## config.mk

```make
export PLATFORM = sky130hd
export DESIGN_NAME = bcd_entry_register
export DESIGN_NICKNAME = d
export VERILOG_FILES = /design/src/rtl/bcd_entry_register.sv
export SDC_FILE = /design/constraint.sdc
export NUM_CORES = 1
export LEC_CHECK = 0
export ABC_AREA = 1
export ABC_CLOCK_PERIOD_IN_PS = 1800
export CAP_MARGIN = 0
export CORE_UTILIZATION = 42
export CTS_CLUSTER_SIZE = 10
export DETAILED_ROUTE_END_ITERATION = 8
export PLACE_DENSITY_LB_ADDON = 0.12
export SETUP_SLACK_MARGIN = 0.05
export SLEW_MARGIN = 25
export SYNTH_ARGS = -nofsm -noshare
export SYNTH_HDL_FRONTEND = slang
export SYNTH_SLANG_ARGS = --single-unit
```

## constraint.sdc

```tcl
create_clock -name clk -period 1.8 [get_ports clk]
set_input_delay 0.27 -clock clk [delete_from_list [all_inputs] [get_ports clk]]
set_output_delay 0.27 -clock clk [all_outputs]
set_load 0.05 [all_outputs]
```

## src/rtl/bcd_entry_register.sv

```systemverilog
// bcd_entry_register
// Multi-digit BCD operand register for the keypad path. Digits shift in at
// the least significant digit; supports backspace, sign toggle, parallel
// load from the ALU result bus and synchronous clear. Tracks the number of
// significant digits and pulses err for one cycle on a rejected request.
//
// Request handling: every request input is sampled on the rising edge of
// clk, there is no handshake back-pressure, and the result of a request is
// visible on the outputs one cycle later.

module bcd_entry_register #(
    parameter int DIGITS = 8,
    parameter int CW     = $clog2(DIGITS + 1)
) (
    input  logic                  clk,
    input  logic                  rst,
    input  logic                  clr,
    input  logic                  digit_vld,
    input  logic [3:0]            digit_in,
    input  logic                  bksp,
    input  logic                  neg_tgl,
    input  logic                  load,
    input  logic [4*DIGITS-1:0]   load_val,
    input  logic                  load_neg,
    output logic [4*DIGITS-1:0]   value,
    output logic                  neg,
    output logic [CW-1:0]         count,
    output logic                  full,
    output logic                  err
);

    logic [4*DIGITS-1:0] r_val;
    logic [CW-1:0]       r_cnt;
    logic                r_neg;
    logic                r_err;

    logic                w_full;
    logic                w_load_bad;
    logic [CW-1:0]       w_load_cnt;
    logic [4*DIGITS-1:0] w_nxt_val;
    logic [CW-1:0]       w_nxt_cnt;
    logic                w_nxt_neg;
    logic                w_nxt_err;

    assign w_full = (r_cnt == CW'(DIGITS));

    // Scan the load bus: reject non-BCD nibbles, find the highest nonzero digit.
    always_comb begin
        w_load_bad = 1'b0;
        w_load_cnt = '0;
        for (int i = 0; i < DIGITS; i++) begin
            if (load_val[4*i +: 4] > 4'd9) begin
                w_load_bad = 1'b1;
            end
            if (load_val[4*i +: 4] != 4'd0) begin
                w_load_cnt = CW'(i + 1);
            end
        end
    end

    // Next-state selection: clr > load > bksp > digit push, then the sign toggle.
    always_comb begin
        w_nxt_val = r_val;
        w_nxt_cnt = r_cnt;
        w_nxt_neg = r_neg;
        w_nxt_err = 1'b0;
        if (clr) begin
            w_nxt_val = '0;
            w_nxt_cnt = '0;
            w_nxt_neg = 1'b0;
        end else if (load) begin
            if (w_load_bad) begin
                w_nxt_err = 1'b1;
            end else begin
                w_nxt_val = load_val;
                w_nxt_cnt = w_load_cnt;
                w_nxt_neg = load_neg & (w_load_cnt != '0);
            end
        end else begin
            if (bksp) begin
                // Backspace on an empty register is a silent no-op.
                if (r_cnt != '0) begin
                    w_nxt_val = {4'd0, r_val[4*DIGITS-1:4]};
                    w_nxt_cnt = r_cnt - CW'(1);
                end
            end else if (digit_vld) begin
                if ((digit_in > 4'd9) || w_full) begin
                    w_nxt_err = 1'b1;
                end else if ((r_cnt == '0) && (digit_in == 4'd0)) begin
                    // Leading zero suppressed: register stays empty.
                    w_nxt_val = r_val;
                end else begin
                    w_nxt_val = {r_val[4*DIGITS-5:0], digit_in};
                    w_nxt_cnt = r_cnt + CW'(1);
                end
            end
            // Zero is never negative; toggle only applies to a nonzero result.
            if (w_nxt_cnt == '0) begin
                w_nxt_neg = 1'b0;
            end else if (neg_tgl) begin
                w_nxt_neg = ~r_neg;
            end
        end
    end

    // State registers with asynchronous active-high reset.
    always_ff @(posedge clk or posedge rst) begin
        if (rst) begin
            r_val <= '0;
            r_cnt <= '0;
            r_neg <= 1'b0;
            r_err <= 1'b0;
        end else begin
            r_val <= w_nxt_val;
            r_cnt <= w_nxt_cnt;
            r_neg <= w_nxt_neg;
            r_err <= w_nxt_err;
        end
    end

    assign value = r_val;
    assign neg   = r_neg;
    assign count = r_cnt;
    assign full  = w_full;
    assign err   = r_err;

endmodule

```

==> run metrics, run 1 <==
GRT Overall Usage=about 30%; placer congestion estimate=slightly below 0.9; fraction of layout cells with a size suffix above 1=34.2%; Ant. Diodes=0; Final Total Pwr=roughly 3.1 mW; register bit count reported by yosys=38; core area=just under 6000 um2; TritonRoute pass-1 iters=5; chip width=about 80 um; Synth Net Count=between 400 and 500; Crit Path Category=register to register; Inserted Clock Buffers=5; die area=6390 um2; R2R Setup Slk=-0.04 ns; Yosys top cell by area=dfrtp_1; first-pass GRT wire length=around 15000 um; vias in the first global route=between 3000 and 4000; Mapped Cells=between 300 and 400; initial core utilization=~43%; drt total wl=9900 um; Combinational Power Share=45.4%; via count=3325; sw power=~1.2 mW; vias per cell=around 5.6; pwr/cell area=slightly above 700 nW/um2; drt wl/cell=about 17 um; final worst path period need=roughly 1.8 ns; Final ANT Viol Nets=0; average cell area after synthesis=~6.6 um2; Worst Setup Start Kind=register; GR met2 Demand/Resource=between 50 and 60%; final worst slack=-0.0392 ns; Hold Path Class=input pin to asynchronous set/reset pin; clk sinks=38; H-tree Lvls=2; FP Rows=28; clock skew=about 0.0053 ns; dpl hpwl=6480 um; CTS tree=yes; Clk pin slew, worst setup/hold paths=~0.080 ns; Internal=approximately 1.8 mW; Final Hold Fails=0; Reg power frac=between 30 and 40%; Slew Viols, Final=0; f_max=0.544 GHz; Switching Share=about two fifths; Clock power frac=roughly 20%; M3 GR Usage=4.46%; crit path max fanout=9; routing usage on met1=between 30% and 40%; setup violators final=27; Die H=between 70 and 80 um; post-synthesis sequential area ratio=37.3%; synth unique cells=27; critical path capture point type=register; area share of the largest cell type after synthesis=about 37%; Root Buffer=clkbuf_8; drt drc=0; setup TNS=-0.623 ns; grt ovf=0; Post-Syn Area=approximately 2600 um2; GR peak layer=met2; # hold bufs at CTS=0; slew margin rel.=between 60% and 70%; clk_lat worst skew=around 0.30 ns; Critical Path RT=between 1.5 and 2 ns; Final Cycle Share=102%; CTS max path bufs=2; unrepaired setup endpoints after global routing=yes; initial antenna violation count=0; I/O pins=a little over 80; yosys warns=0; violated checks=negative setup slack; Port Buffers=between 80 and 90; status=finished with violations; Leak=1.95 nW; largest cells by area after synthesis=dfrtp_1 37%, nand2_1 19%, a21oi_1 10%; largest net degree at the start of global routing=39; Max Cap Viol=0; worst vdd ir=0.464 mV; First DRT Iteration DRCs=roughly 370; critical path arrival=approximately 2.0 ns; worst slew pin tran=~0.49 ns; Area Growth Syn to Fin=68.1%; Nets=568
worst max-delay path: stages (launching register included):
cell and delay [ns]:
dfrtp_2 0.41, inv_2 0.08, ha_4 0.17, nand3_4 0.11, nor2_4 0.15, nor2_4 0.05, nand2_2 0.08, nand2_4 0.06
o21ai_4 0.22, buf_12 0.18, clkbuf_16 0.16, o21ai_1 0.06
state kept, by name, indices dropped and copies added, names as in the netlist:
signal / flops
count: 4
neg: 1
value: 32
err: 1
cell usage in the layout (no fill, tap or decap), drive strengths merged:
master         count
nand3             17
inv               24
nor4               2
xor2               1
a22oi              8
clkdlybuf4s50     44
a21oi             51
o211ai             1
nor3               2
ha                 2
clkbuf            10
o22ai              1
o21ai             53
nand2            133
dfrtp             38
nor2              31
buf              102
nand4              1
through the flow:
step	instances	area, um2	hold slack [ns]	utilization [%]	setup slack (ns)
2_1_floorplan	384	2620	0.415	-	-0.0685
3_3_place_gp	577	3790	0.507	64.4	-0.169
3_5_place_dp	577	3790	0.503	64.4	-0.220
4_1_cts	589	3980	0.341	67.7	0.0196
5_1_grt	596	4290	0.370	72.9	-0.111
6_report	596	4290	0.324	72.9	-0.0392
routing by layer:
layer / wire length (um) / part of all wire, % / up-vias
li1: - / - / 1548
met5: 0 / 0 / -
met3: 700 / 7.1 / 31
met4: 318 / 3.2 / 0
met1: 3920 / 40 / 1560
met2: 4960 / 50 / 186
logic make-up (layout without fill, tap and decap cells):
logic type	Yosys count	after routing	share of synthesized area, %
buffers and inverters	43	180	7.75
AOI/OAI and AO/OA	114	114	24.2
and+or+nand+nor	186	186	29.5
adders and majority gates	2	2	0.981
xor gates and xnor gates	1	1	0.343
DFF	38	38	37.3
cell type report:
class / instances / area [um2]
Sequential cell: 38 / 953
Tap cell: 75 / 93.8
Clock buffer: 6 / 82.6
Inverter: 24 / 90.1
Timing Repair Buffer: 150 / 1430
Fill cell: 475 / 1600
Multi-Input combinational cell: 303 / 1640
repair_timing:
item                                    4_1_cts  5_1_grt
cloned                                        1        5
endpoints found under the setup margin       32       37
setup buffers                                 5        2
pin swaps                                     1        7
resized for setup                             2       55
endpoints found under the hold margin         0        0
synth_stat cells:
library cell and n:
a21oi_1 51, a22oi_1 8, buf_1 1, buf_2 2, buf_4 3, buf_6 3
clkbuf_1 10, dfrtp_1 38, ha_1 2, inv_1 18, inv_2 6, nand2_1 130
nand2_2 3, nand3_1 16, nand3_2 1, nand4_1 1, nor2_1 29, nor2_2 1
nor2_4 1, nor3_1 2, nor4_1 2, o211ai_1 1, o21ai_0 20, o21ai_1 31
o21ai_4 2, o22ai_1 1, xor2_1 1
power by group through the flow:
| stage | Clock [mW] | Combinational (mW) | Sequential (mW) |
|---|---|---|---|
| after floorplan | 0 | 0.406 | 1.33 |
| after global placement | 0 | 1.17 | 1.06 |
| after detailed placement | 0 | 1.18 | 1.06 |
| after CTS | 0.612 | 1.24 | 1.04 |
| after global routing | 0.649 | 1.47 | 1.07 |
| final | 0.609 | 1.39 | 1.06 |
path summary, 6_finish.rpt:
check	from	endpoint	cells past startpoint
setup / recovery	count[0]$_DFFE_PP0P_	value[10]$_DFFE_PP0P_	11
hold / removal	rst	value[0]$_DFFE_PP0P_	3
setup reg to reg	count[0]$_DFFE_PP0P_	value[10]$_DFFE_PP0P_	11
hold reg to reg	neg$_DFFE_PP0P_	neg$_DFFE_PP0P_	2
max in group asynchronous	rst	count[1]$_DFFE_PP0P_	3
min in group clk	neg$_DFFE_PP0P_	neg$_DFFE_PP0P_	2
Power figures use the tool's default switching activity.
==> inputs of run 2 (changes only) <==
--- a/config.mk
+++ b/config.mk
@@ -5,10 +5,9 @@
 export SDC_FILE = /design/constraint.sdc
 export NUM_CORES = 1
 export LEC_CHECK = 0
-export ABC_AREA = 1
 export ABC_CLOCK_PERIOD_IN_PS = 1800
 export CAP_MARGIN = 0
-export CORE_UTILIZATION = 42
+export CORE_UTILIZATION = 43
 export CTS_CLUSTER_SIZE = 10
 export DETAILED_ROUTE_END_ITERATION = 8
 export PLACE_DENSITY_LB_ADDON = 0.12
==> run 2 against run 1 <==
  * Core utilization grew 6.3 points
  * Clock power decreased by 2%
  * Highest routed layer unchanged
  * Die area increased by 2.7%
  * The flow still finishes with violations (negative setup slack)
  * Critical path type unchanged
==> run metrics, run 2 <==
status=finished with violations; violated checks=negative setup slack; I/O pins=83 (unchanged); Inserted Clock Buffers=5 (unchanged); TritonRoute pass-1 iters=4 (-1); dpl cell area=3860 um2 (+1.7%); Post-Syn Area=2690 um2 (+5.2%); drt drc=0 (unchanged); CP startpoint=count[0]$_DFFE_PP0P_; number of enable flip-flop cells after synthesis=0 (unchanged); Root Buffer=clkbuf_8; CP cell instances=inv_2 -> ha_4 -> nor3b_4 -> and2_4 -> buf_6 -> o31ai_4 -> o21bai_4 -> buf_6 -> clkbuf_16 -> nand2_2 -> o21ai_1; setup violators final=36 (+33%); largest net degree at the start of global routing=47 (+21%); vias in the first global route=2865 (-6.3%); dpl hpwl=6190 um (-4.5%); Yosys top cell by area=dfrtp_1; routing usage on met1=35.2% (-1.0 points); Crit Reg-Reg Startpoint=count[0]$_DFFE_PP0P_; clk sinks=38 (unchanged); placer congestion estimate=0.888 (+2.6%); Crit Path Category=register to register; Most used DFF post-synth=dfrtp_1; critical path capture point type=register; Reg-to-Reg End=value[29]$_DFFE_PP0P_; Leak=2.20 nW (+13%); GR peak layer=met2; initial antenna violation count=0 (unchanged); drt wl/cell=19.3 um (+16%); asr flop ratio synth=100% (unchanged); count leader, synth=nand2_1; pwr/cell area=686 nW/um2 (-3.8%); Die H=81.0 um (+1.4%); Hold Path Class=input pin to asynchronous set/reset pin; worst slew pin tran=0.524 ns (+0.0385 ns); drt total wl=10300 um (+4.5%); area share of the largest cell type after synthesis=35.4% (-1.9 points); Final ANT Viol Nets=0 (unchanged); first-pass GRT wire length=13900 um (-4.7%); register bit count reported by yosys=38 (unchanged); Final Hold Fails=0 (unchanged); final worst slack=-0.302 ns (-0.262 ns); most used cell, CP=buf_6; CTS tree=yes; most frequent cells after synthesis=40 x nand2_1, 39 x nor2_1, 38 x dfrtp_1; vias per cell=5.83 (+4.5%); First DRT Iteration DRCs=237 (-35%); max FFs per register=32 (unchanged); unrepaired setup endpoints after global routing=yes; chip width=81.0 um (+1.4%); slew margin rel.=65.1% (-2.5 points); clk_lat worst skew=0.29 ns (about the same); Nets=507 (-11%); synth unique cells=48 (+78%); yosys warns=0 (unchanged); Area Growth Syn to Fin=75.6%; Port Buffers=82 (unchanged); worst vdd ir=0.525 mV (+13%); delay-heaviest family, CP=simple AND/OR/NAND/NOR gates; most common cell after layout, fill and taps aside=buf_4; clock skew=0.0110 ns (+0.00567 ns); slowest stage delay, CP=0.44 ns (+0.03 ns); largest cells by area after synthesis=dfrtp_1 35%, mux2i_1 11%, o31ai_2 6.5%; CTS max path bufs=2 (unchanged); initial core utilization=45.1% (+1.7 points); FF-to-FF path depth=11 (unchanged); die area=6560 um2 (+2.7%); Clk pin slew, worst setup/hold paths=0.08 ns (about the same); H-tree Lvls=2 (unchanged); design area=4720 um2 (+10%); Final Cycle Share=117% (+15 points); most frequent cells in the layout=100 x buf_4, 42 x clkdlybuf4s50_1, 36 x nor2_1; GRT Overall Usage=27.7% (-2.1 points); M3 GR Usage=4.49% (+0.037 points); Max Cap Viol=0 (unchanged); Final Total Pwr=3.23 mW (+5.8%); post-synthesis sequential area ratio=35.4% (-1.9 points); average cell area after synthesis=8.55 um2 (+29%); R2R Setup Slk=-0.30 ns (-0.26 ns); Synth Net Count=360 (-16%); FP Rows=28 (unchanged); Mapped Cells=314 (-18%); Worst Setup Start Kind=register; f_max=0.476 GHz (-12%); Slew Viols, Final=0 (unchanged); Buf/Inv on CP=4 (+1); # hold bufs at CTS=0 (unchanged); core area=5960 um2 (+1.2%); via count=3119 (-6.2%); CP max-delay cell=dfrtp_2; GR met2 Demand/Resource=48.4% (-4.1 points); final worst path period need=2.10 ns (+0.262 ns); Setup WS pre-CTS=-0.511 ns (-0.291 ns); Critical Path RT=2.01 ns (+0.03 ns); critical path arrival=2.31 ns (+0.29 ns); fraction of layout cells with a size suffix above 1=48.9% (+15 points); Ant. Diodes=0 (unchanged); crit path max fanout=5 (-4); grt ovf=0 (unchanged)
-- run 2: cell types whose count changed in the layout (fill, tap and decap cells not counted), sizes merged, moves of 13 or more --
cell / previous run / this run
a21oi: 51 / 31
buf: 102 / 115
inv: 24 / 7
mux2i: 0 / 29
nand2: 133 / 40
nand3: 17 / 3
o21ai: 53 / 18
o31ai: 0 / 30
-- run 2: final cells by class --
type,instances,area [um2]
multi-input combinational,247,2060
sequential,38,955
tap,75,93.8
timing repair buffer,162,1500
fill,383,1240
clock buffer,6,82.6
inverter,7,26.3
-- run 2: worst register-to-register path, stage by stage (launching register included) --
cell,delay [ns]
dfrtp_2,0.44
inv_2,0.09
ha_4,0.15
nor3b_4,0.28
and2_4,0.23
buf_6,0.11
o31ai_4,0.06
o21bai_4,0.21
buf_6,0.17
clkbuf_16,0.17
nand2_2,0.05
o21ai_1,0.08
-- run 2: where the power goes --
group | internal (mW) | total [mW] | switching (mW)
Clock | 0.296 | 0.599 | 0.303
Sequential | 0.936 | 1.07 | 0.132
Combinational | 0.691 | 1.57 | 0.876
-- run 2: worst max-delay path by stage --
stage | to | slack [ns] | cells after the start
final | value[29]$_DFFE_PP0P_ | -0.30 | 11
after global routing | value[4]$_DFFE_PP0P_ | -0.39 | 11
after floorplan | neg$_DFFE_PP0P_ | -0.31 | 8
after global placement | neg$_DFFE_PP0P_ | -0.44 | 7
after detailed placement | neg$_DFFE_PP0P_ | -0.51 | 7
after CTS | neg$_DFFE_PP0P_ | -0.23 | 8
-- run 2: cell families (layout without fill, tap and decap cells) --
family	Yosys count	count (layout)	synth area share (%)
mux	29	29	10.8
simple gates	112	112	20.1
fa+ha+maj	2	2	0.932
buf+inv	29	175	5.03
compound gates	104	104	27.7
flops	38	38	35.4
-- run 2: through the flow --
stage,TNS [ns],utilization [%],std cells,hold WS [ns]
detailed placement,-13.85,64.7,504,0.497
CTS,-5.80,67.7,516,0.433
finish,-9.80,79.2,535,0.418
floorplan,-8.47,-,314,0.422
global placement,-13.43,64.7,504,0.495
global route,-12.98,79.2,535,0.453
-- run 2: routing by layer --
metal | wire length, um | up-vias
li1 | - | 1459
met1 | 4220 | 1538
met2 | 5460 | 99
met3 | 439 | 23
met4 | 223 | 0
met5 | 0 | -
-- run 2: what timing repair did --
action | in CTS | in global routing
hold endpoints to repair | 0 | 0
setup endpoints to repair | 36 | 38
setup buffers | 6 | 10
cloned | 0 | 9
pin swaps | 3 | 26
resized for setup | 15 | 98
==> inputs of run 3 (changes only) <==
--- a/config.mk
+++ b/config.mk
@@ -10,7 +10,7 @@
 export CORE_UTILIZATION = 43
 export CTS_CLUSTER_SIZE = 10
 export DETAILED_ROUTE_END_ITERATION = 8
-export PLACE_DENSITY_LB_ADDON = 0.12
+export PLACE_DENSITY = 0.77
 export SETUP_SLACK_MARGIN = 0.05
 export SLEW_MARGIN = 25
 export SYNTH_ARGS = -nofsm -noshare
==> constraint.sdc (replaced) <==
create_clock -name clk -period 1.8 [get_ports clk]
set_input_delay 0.27 -clock clk [delete_from_list [all_inputs] [get_ports clk]]
set_output_delay 0.27 -clock clk [all_outputs]
set_load 0.1 [all_outputs]
==> run 3 against run 2 <==
  * Die area did not move
  * Final cell count down 1.7%
  * Largest cell class unchanged
  * Global-route usage up 1.0 points
  * The flow still finishes with violations (negative setup slack)
  * Power up 20%
  * Sequential share of layout area is 0.71 points lower
  * Fmax decreased by 4.2%
  * Non-clock buffer count is 11 lower
  * Critical path depth fell by 1
  * Combinational power is 27% higher
  * First-iteration DRC count down 5.5%
  * Clock power up 30%
  * Routed wire length is 4.4% higher
==> run metrics, run 3 (synthesis results as in run 2) <==
status=finished with violations; violated checks=negative setup slack; Area Growth Syn to Fin=83.6%; die area=6560 um2 (unchanged); drt total wl=10800 um (+4.4%); most used cell, CP=buf_4; Final ANT Viol Nets=0 (unchanged); max FFs per register=32 (unchanged); crit path max fanout=4 (-1); most common cell after layout, fill and taps aside=buf_4; Worst Setup Start Kind=register; fraction of layout cells with a size suffix above 1=40.8% (-8.1 points); pwr/cell area=786 nW/um2 (+15%); H-tree Lvls=2 (unchanged); first-pass GRT wire length=14300 um (+3.2%); clk_lat worst skew=0.30 ns (about the same); CTS max path bufs=2 (unchanged); Crit Path Category=register to register; # hold bufs at CTS=0 (unchanged); dpl cell area=4390 um2 (+14%); critical path arrival=2.40 ns (+0.09 ns); vias per cell=6.29 (+7.8%); critical path capture point type=register; Die H=81.0 um (unchanged); Root Buffer=clkbuf_8; chip width=81.0 um (unchanged); final worst path period need=2.19 ns (+0.0914 ns); Filler cells=291 (-24%); placed insts=508 (+0.79%); via count=3306 (+6.0%); Nets=496 (-2.2%); CP max-delay cell=dfrtp_4; f_max=0.456 GHz (-4.2%); Leak=2.18 nW (-0.76%); Buf/Inv on CP=3 (-1); Clk pin slew, worst setup/hold paths=0.08 ns (about the same); Ant. Diodes=0 (unchanged); largest net degree at the start of global routing=49 (+4.3%); worst vdd ir=0.622 mV (+18%); Port Buffers=82 (unchanged); setup violators final=38 (+5.6%); First DRT Iteration DRCs=224 (-5.5%); clk sinks=38 (unchanged); setup TNS=-10.47 ns (-0.667 ns); unrepaired setup endpoints after global routing=yes; FP Rows=28 (unchanged); slowest stage delay, CP=0.43 ns (about the same); Max Cap Viol=0 (unchanged); Hold Path Class=input pin to asynchronous set/reset pin; drt drc=0 (unchanged); Slew Viols, Final=0 (unchanged); dpl hpwl=6590 um (+6.5%); Final Cycle Share=122% (+5.1 points); TritonRoute pass-1 iters=5 (+1); most frequent cells in the layout=58 x buf_4, 42 x buf_12, 41 x clkdlybuf4s50_1; slew margin rel.=68.9% (+3.8 points); vias in the first global route=2989 (+4.3%); multi-input combinational cell area=1900 um2 (-7.5%); grt ovf=0 (unchanged); Final Hold Fails=0 (unchanged); Sequential Area=963 um2 (+0.92%); CP cell instances=inv_4 -> ha_4 -> buf_4 -> nand3b_4 -> nand3_4 -> buf_4 -> nor4_1 -> nor4_2 -> o31a_1 -> a221oi_2; worst slew pin tran=0.466 ns (-0.0574 ns); initial antenna violation count=0 (unchanged); I/O pins=83 (unchanged); Inserted Clock Buffers=5 (unchanged); Non-Filler Instances=526 (-1.7%); CTS tree=yes; GRT Overall Usage=28.7% (+1.0 points); clock skew=0.00533 ns (-0.00569 ns); initial core utilization=45.1% (unchanged); Final Total Pwr=3.88 mW (+20%); drt wl/cell=20.5 um (+6.2%); design area=4930 um2 (+4.6%); core area=5960 um2 (unchanged); final worst slack=-0.393 ns (-0.0914 ns); Critical Path RT=2.01 ns (about the same); placer congestion estimate=0.867 (-2.4%); delay-heaviest family, CP=simple AND/OR/NAND/NOR gates
-- run 3: cell types whose count changed in the layout (fill, tap and decap cells not counted), moves of 6 or more --
cell / delta
buf_4: -42
buf_12: +37
nand2_1: +19
nand2_2: -14
o31ai_2: -6
-- run 3: metrics by stage --
step                worst slack [ns]  hold slack, ns  utilization [%]
floorplan                     -0.393           0.422                -
detailed placement            -0.507           0.557             73.7
CTS                           -0.307           0.324             76.2
finish                        -0.393           0.316             82.8
global route                  -0.477           0.348             82.8
global placement              -0.423           0.557             73.7
-- run 3: per-layer routing --
layer | GRT usage (%) | vias to the layer above | part of all wire, %
met5 | 0 | - | 0
met1 | 35.3 | 1603 | 37
met4 | 11.3 | 0 | 4.0
met3 | 5.28 | 57 | 6.3
met2 | 49.5 | 209 | 52
li1 | - | 1437 | -
-- run 3: where the power goes --
group	leakage (nW)	internal [mW]	total, mW	switching [mW]
sequential	0.499	0.938	1.11	0.171
combinational	1.63	0.807	1.99	1.18
clock	0.0585	0.452	0.781	0.329
total	2.18	2.20	3.88	1.68
-- run 3: path summary, 6_finish.rpt --
check                                              to  slack, ns  depth (start not counted)             startpoint
worst max-delay path                  neg$_DFFE_PP0P_      -0.39                         10   count[0]$_DFFE_PP0P_
worst min-delay path            value[29]$_DFFE_PP0P_       0.32                          3                    rst
worst max register to register        neg$_DFFE_PP0P_      -0.39                         10   count[0]$_DFFE_PP0P_
worst min register to register  value[28]$_DFFE_PP0P_       0.59                          2  value[28]$_DFFE_PP0P_
max in group asynchronous        count[1]$_DFFE_PP0P_       1.27                          3                    rst
min in group clk                value[27]$_DFFE_PP0P_       0.45                          3                   load
-- run 3: worst reg2reg max path, delay by kind of cell, from the launching register on --
family / cells / cell delay [ns]
and+or+nand+nor: 4 / 0.67
AOI/OAI and AO/OA: 2 / 0.50
DFF: 1 / 0.43
buffers and inverters: 3 / 0.34
adders and majority gates: 1 / 0.15
-- run 3: repair_timing --
action / 4_1_cts / 5_1_grt
setup buffers: 2 / 5
cloned: 0 / 3
setup endpoints to repair: 38 / 39
pin swaps: 4 / 10
gates resized for setup: 6 / 57
-- run 3: cell type report --
class,count,share of cell area (%)
multi-input cells,247,38.6
repair buffers,151,36.9
flip-flops and latches,38,19.5
well taps,75,1.90
clock buffers,7,1.75
inverters,7,0.710
clock inverters,1,0.609
